==> config.mk <==
export PLATFORM = sky130hd
export DESIGN_NAME = mips_div_unit
export DESIGN_NICKNAME = d
export VERILOG_FILES = /design/src/rtl/mips_div_unit.sv
export SDC_FILE = /design/constraint.sdc
export NUM_CORES = 1
export LEC_CHECK = 0
export ABC_AREA = 0
export ABC_CLOCK_PERIOD_IN_PS = 6900
export BUFFER_PORTS_ARGS = -buffer_cell sky130_fd_sc_hd__buf_2
export CAP_MARGIN = 20
export CORE_MARGIN = 1
export CORE_UTILIZATION = 35
export CTS_CLUSTER_DIAMETER = 80
export DETAILED_ROUTE_END_ITERATION = 7
export PLACE_DENSITY = 0.58
export SLEW_MARGIN = 20
export SYNTH_ARGS = -nofsm -noshare
export SYNTH_HDL_FRONTEND = slang
export SYNTH_SLANG_ARGS = --single-unit
export TNS_END_PERCENT = 100
==> constraint.sdc <==
create_clock -name clk -period 6.9 [get_ports clk]
set_input_delay 0.345 -clock clk [delete_from_list [all_inputs] [get_ports clk]]
set_output_delay 0.345 -clock clk [all_outputs]
set_load 0.02 [all_outputs]
==> src/rtl/mips_div_unit.sv <==
// Iterative radix-2 restoring divider for MIPS DIV/DIVU. It runs 32 iterations and then one
// sign/zero fix-up cycle. The quotient is held on lo and the remainder on hi.
module mips_div_unit #(
    parameter int WIDTH = 32
) (
    input  logic             clk,
    input  logic             reset,
    input  logic             clock_enable,
    input  logic             start,
    input  logic             is_signed,
    input  logic [WIDTH-1:0] dividend,
    input  logic [WIDTH-1:0] divisor,
    output logic             busy,
    output logic             done,
    output logic [WIDTH-1:0] lo,
    output logic [WIDTH-1:0] hi,
    output logic             div_by_zero
);
    localparam int            CW        = $clog2(WIDTH);
    localparam logic [CW-1:0] LAST_ITER = CW'(WIDTH - 1);

    typedef enum logic [1:0] {IDLE, RUN, FIX, DONE} state_t;

    state_t           state_reg, state_next;
    logic [CW-1:0]    iter_reg;
    logic [WIDTH-1:0] quot_reg, rem_reg, dsor_reg, raw_dvd_reg;
    logic             dvd_neg_reg, dsor_neg_reg, dsor_zero_reg;
    logic [WIDTH-1:0] lo_reg, hi_reg;
    logic             dbz_reg;

    logic             accept;
    logic             dvd_neg, dsor_neg;
    logic [WIDTH-1:0] dvd_mag, dsor_mag;
    logic [WIDTH:0]   rem_shift;
    logic             trial_ok;
    logic [WIDTH-1:0] trial;
    logic [WIDTH-1:0] quot_fix, rem_fix;

    always_comb begin
        state_next = state_reg;
        accept     = 1'b0;
        case (state_reg)
            IDLE: begin
                if (start) begin
                    state_next = RUN;
                    accept     = 1'b1;
                end
            end
            RUN: begin
                if (iter_reg == LAST_ITER) state_next = FIX;
            end
            FIX:  state_next = DONE;
            DONE: begin
                if (start) begin
                    state_next = RUN;
                    accept     = 1'b1;
                end else begin
                    state_next = IDLE;
                end
            end
            default: state_next = IDLE;
        endcase
    end

    // The partial remainder is always below the divisor.
    // The subtract therefore only needs WIDTH bits once the 33-bit compare has passed.
    always_comb begin
        dvd_neg   = is_signed & dividend[WIDTH-1];
        dsor_neg  = is_signed & divisor[WIDTH-1];
        dvd_mag   = dvd_neg  ? -dividend : dividend;
        dsor_mag  = dsor_neg ? -divisor  : divisor;
        rem_shift = {rem_reg, quot_reg[WIDTH-1]};
        trial_ok  = (rem_shift >= {1'b0, dsor_reg});
        trial     = rem_shift[WIDTH-1:0] - dsor_reg;
        quot_fix  = (dvd_neg_reg ^ dsor_neg_reg) ? -quot_reg : quot_reg;
        rem_fix   = dvd_neg_reg ? -rem_reg : rem_reg;
    end

    always_ff @(posedge clk) begin
        if (reset) begin
            state_reg     <= IDLE;
            iter_reg      <= '0;
            quot_reg      <= '0;
            rem_reg       <= '0;
            dsor_reg      <= '0;
            raw_dvd_reg   <= '0;
            dvd_neg_reg   <= 1'b0;
            dsor_neg_reg  <= 1'b0;
            dsor_zero_reg <= 1'b0;
            lo_reg        <= '0;
            hi_reg        <= '0;
            dbz_reg       <= 1'b0;
        end else if (clock_enable) begin
            state_reg <= state_next;
            if (accept) begin
                dvd_neg_reg   <= dvd_neg;
                dsor_neg_reg  <= dsor_neg;
                dsor_zero_reg <= (divisor == '0);
                quot_reg      <= dvd_mag;
                dsor_reg      <= dsor_mag;
                raw_dvd_reg   <= dividend;
                rem_reg       <= '0;
                iter_reg      <= '0;
            end else if (state_reg == RUN) begin
                quot_reg <= {quot_reg[WIDTH-2:0], trial_ok};
                rem_reg  <= trial_ok ? trial : rem_shift[WIDTH-1:0];
                iter_reg <= iter_reg + CW'(1);
            end else if (state_reg == FIX) begin
                // A zero divisor returns all-ones and passes the dividend through unchanged.
                if (dsor_zero_reg) begin
                    lo_reg  <= '1;
                    hi_reg  <= raw_dvd_reg;
                    dbz_reg <= 1'b1;
                end else begin
                    lo_reg  <= quot_fix;
                    hi_reg  <= rem_fix;
                    dbz_reg <= 1'b0;
                end
            end
        end
    end

    assign busy        = (state_reg == RUN) || (state_reg == FIX);
    assign done        = (state_reg == DONE);
    assign lo          = lo_reg;
    assign hi          = hi_reg;
    assign div_by_zero = dbz_reg;
endmodule

==> impl_metrics.tcl <==
set metrics [dict create \
    synth.ff_latch_count 203 \
    irDropWorstVdd_v 0.000344 \
    dp.final_hpwl_um 28000 \
    drt-initial-drc-count 679 \
    postSynth.asyncResetShare 0 \
    path_buf_inv 1 \
    worst_pin_slew_ns 0.956 \
    timing.critical_path.max_delay_family "simple AND/OR/NAND/NOR gates" \
    maxSlewViolCount 0 \
    syn_area_mm2 0.0123 \
    layout_worst_path_cycle_share 0.511 \
    status "finished, final reports clean" \
    number_of_antenna_violations_at_the_first_check_in_global_routing 4 \
    min-delay-path-class "input pin to flop" \
    detail_route.drc_violations 0 \
    final-seq-area_mm2 0.00407 \
    coreArea_mm2 0.0345 \
    relSlewSlack 0.360 \
    dieHeight_um 189 \
    detailroute.via_count 11670 \
    post_cts_resize_count 0 \
    via_density_per_instance 5.43 \
    io_pins 136 \
    design.die.area_mm2 0.0358 \
    totalPowerFinal_mw 5.95 \
    power_frac_seq 0.242 \
    reg2reg_from "rem_reg[3]" \
    synthCells 1600 \
    crit_type "flop to flop" \
    finalSetupTns_ns 0 \
    tritoncts "built" \
    clock_edge_transition_at_the_registers_on_the_reported_setup_and_hold_paths_ns 0.06 \
    r2r_cells 9 \
    area_growth_syn_to_layout_pct 14.3 \
    grt_start_max_net_pins 84 \
    maxClockFrequency_mhz 284 \
    setup.worst_path.start_class "flop" \
    critPathSlowestCell "sky130_fd_sc_hd__or4b_1" \
    synthFlopType "sky130_fd_sc_hd__dfxtp_1" \
    synth.distinct_cells 70 \
    numCtsBuffers 24 \
    finalCoreUtilization 0.407 \
    rsz0062_at_grt "no" \
    regToRegSetupSlack_ns 3.38 \
    power.switching_mw 2.72 \
    hold_viol_final 0 \
    intPower_mw 3.23 \
    grt.overflow.total 0 \
    swShare 0.457 \
    critical_path.endpoint_type "flop" \
    mappedNetlistNets 1713 \
    fin_skew_ns 0.0174 \
    routed_wl_um 37800 \
    worstSetupStartpoint "rem_reg[3]" \
    floorplan.die.width_um 189 \
    maxCapViolations 0 \
    cts_htree_levels 1 \
    period_needed_ns 3.52 \
    globalRouteTotalUtil 0.205 \
    power.leakage_nw 5.65 \
    cts_hold_buf 0 \
    routed_wire_length_per_instance_um 17.6 \
    placement.io_buffers 135 \
    drive_gt1_frac 0.126 \
    place_congestion 0.873 \
    report.final.setup_viol 0 \
    largest_stage_delay_on_the_critical_path_ns 0.61 \
    cts_max_path_buffers 3 \
    cts_post_setup_buffers_inserted 0 \
    most-common-layout-cells "sky130_fd_sc_hd__dfxtp_1 (202), sky130_fd_sc_hd__nand2_1 (200), sky130_fd_sc_hd__nor2_1 (140), sky130_fd_sc_hd__buf_2 (134), sky130_fd_sc_hd__o21ai_0 (124)" \
    cp.required_ns 7.30 \
    syn-mean-instance-area_um2 7.66 \
    via_count_of_the_first_global_routing_pass 10734 \
    layout_commonest_cell "sky130_fd_sc_hd__dfxtp_1" \
    rows 68 \
    detail_route.first_pass.iterations 6 \
    p_per_area_mw_per_mm2 425 \
    initial_utilization 0.356 \
    worst-path-max-fanout 15 \
    insertion_delay_ns 0.53 \
    critical_path.cell_chain "ha_1, a21o_1, a31o_2, o2111a_1, or4b_1, nand4_1, nand3b_1, buf_8, a211o_1" \
    grt_first_pass_wirelength_um 59300 \
    synth_enable_flop_cells 0 \
    filler_cells 3661 \
    critical_path_depth 9 \
    pwr-share-comb 0.552 \
    total_area_of_multi_input_combinational_cells_mm2 0.00758 \
    seq_area_frac_synth 0.332 \
    ys_warn_count 0 \
    worstPathArrival_ns 3.92 \
    detail-route-antenna-nets 0 \
    regToRegEndpoint "rem_reg[17]" \
    portion_of_total_power_attributed_to_the_clock_network 0.206 \
    clock_sink_count 203 \
    timing.critical_path.to "rem_reg[17]" \
    clock_tree.root_cell "sky130_fd_sc_hd__clkbuf_16" \
    fin_nets 1786 \
]
## area by class of cell
type	instances	share of cell area
antenna	6	0.00107
clock buffer	36	0.0505
clock inverter	4	0.00322
inverter	58	0.0155
multi-input combinational	1235	0.541
sequential	203	0.290
tap	455	0.0406
timing repair buffer	151	0.0575
## synth_stat cells (13+ instances only)
cell type	instances	area share
sky130_fd_sc_hd__xor2_1	87	0.062
sky130_fd_sc_hd__and3_1	15	0.0077
sky130_fd_sc_hd__o21ai_0	124	0.051
sky130_fd_sc_hd__nand2_1	200	0.061
sky130_fd_sc_hd__dfxtp_1	203	0.33
sky130_fd_sc_hd__nand3_1	73	0.030
sky130_fd_sc_hd__a21oi_1	114	0.047
sky130_fd_sc_hd__a31oi_1	16	0.0082
sky130_fd_sc_hd__xnor2_1	49	0.035
sky130_fd_sc_hd__nor2_1	141	0.043
sky130_fd_sc_hd__o31ai_1	22	0.013
sky130_fd_sc_hd__and2_1	13	0.0066
sky130_fd_sc_hd__clkbuf_1	90	0.028
sky130_fd_sc_hd__a21o_1	15	0.0092
sky130_fd_sc_hd__inv_1	58	0.018
sky130_fd_sc_hd__nand2b_1	16	0.0082
sky130_fd_sc_hd__nor3_1	50	0.020
sky130_fd_sc_hd__nor4_1	16	0.0082
sky130_fd_sc_hd__a22o_1	33	0.024
sky130_fd_sc_hd__a211oi_1	23	0.014
sky130_fd_sc_hd__ha_1	43	0.044
sky130_fd_sc_hd__or3_1	14	0.0071
sky130_fd_sc_hd__o22ai_1	24	0.012
sky130_fd_sc_hd__o41ai_1	14	0.010
## kinds of logic after synthesis
logic type                 after synthesis  share of synthesized area
buffers and inverters                  162                     0.0529
and+or+nand+nor                        594                      0.230
DFF                                    203                      0.332
adders and majority gates               44                     0.0455
muxes                                    9                    0.00745
xor gates and xnor gates               136                     0.0972
AOI/OAI and AO/OA                      452                      0.235
## power by group through the flow
stage	Sequential (mW)	Combinational (mW)	Clock, mW
3_5_place_dp	1.46	3.25	0
3_3_place_gp	1.47	3.34	0
2_1_floorplan	1.40	2.42	0
4_1_cts	1.44	3.27	1.25
5_1_grt	1.50	4.24	1.30
6_report	1.44	3.29	1.23
## metrics by stage
| stage | area, um^2 | setup WS, ns | hold WS (ns) | std cells |
|---|---|---|---|---|
| after floorplan | 12300 | 3.97 | 0.425 | 1600 |
| after global placement | 13200 | 3.08 | 0.437 | 2101 |
| after detailed placement | 13200 | 3.41 | 0.443 | 2102 |
| after CTS | 14000 | 3.37 | 0.109 | 2142 |
| after global routing | 14000 | 3.17 | 0.120 | 2145 |
| final | 14000 | 3.38 | 0.127 | 2148 |
## metal layers
layer / up-vias / routed length, um / GRT usage
met4: 0 / 947 / 0.0645
met2: 332 / 16700 / 0.325
met3: 53 / 2150 / 0.0256
met1: 5423 / 18000 / 0.289
met5: - / 0 / 0
li1: 5862 / - / -
## worst min-delay path by stage
stage	start	end	slack (ns)	depth (start not counted)
after floorplan	raw_dvd_reg[0]	raw_dvd_reg[0]	0.42	2
after global placement	dsor_reg[11]	dsor_reg[11]	0.44	2
after detailed placement	dsor_reg[22]	dsor_reg[22]	0.44	2
after CTS	dividend[5]	raw_dvd_reg[5]	0.11	2
after global routing	dividend[5]	raw_dvd_reg[5]	0.12	2
final	divisor[11]	dsor_reg[11]	0.13	3
## worst register-to-register path, stage by stage, from the launching register on
cell and delay [ns]:
sky130_fd_sc_hd__dfxtp_1 0.48, sky130_fd_sc_hd__ha_1 0.34, sky130_fd_sc_hd__a21o_1 0.19, sky130_fd_sc_hd__a31o_2 0.22, sky130_fd_sc_hd__o2111a_1 0.27, sky130_fd_sc_hd__or4b_1 0.61
sky130_fd_sc_hd__nand4_1 0.13, sky130_fd_sc_hd__nand3b_1 0.52, sky130_fd_sc_hd__buf_8 0.38, sky130_fd_sc_hd__a211o_1 0.26
(Power assumes the default switching activity.)
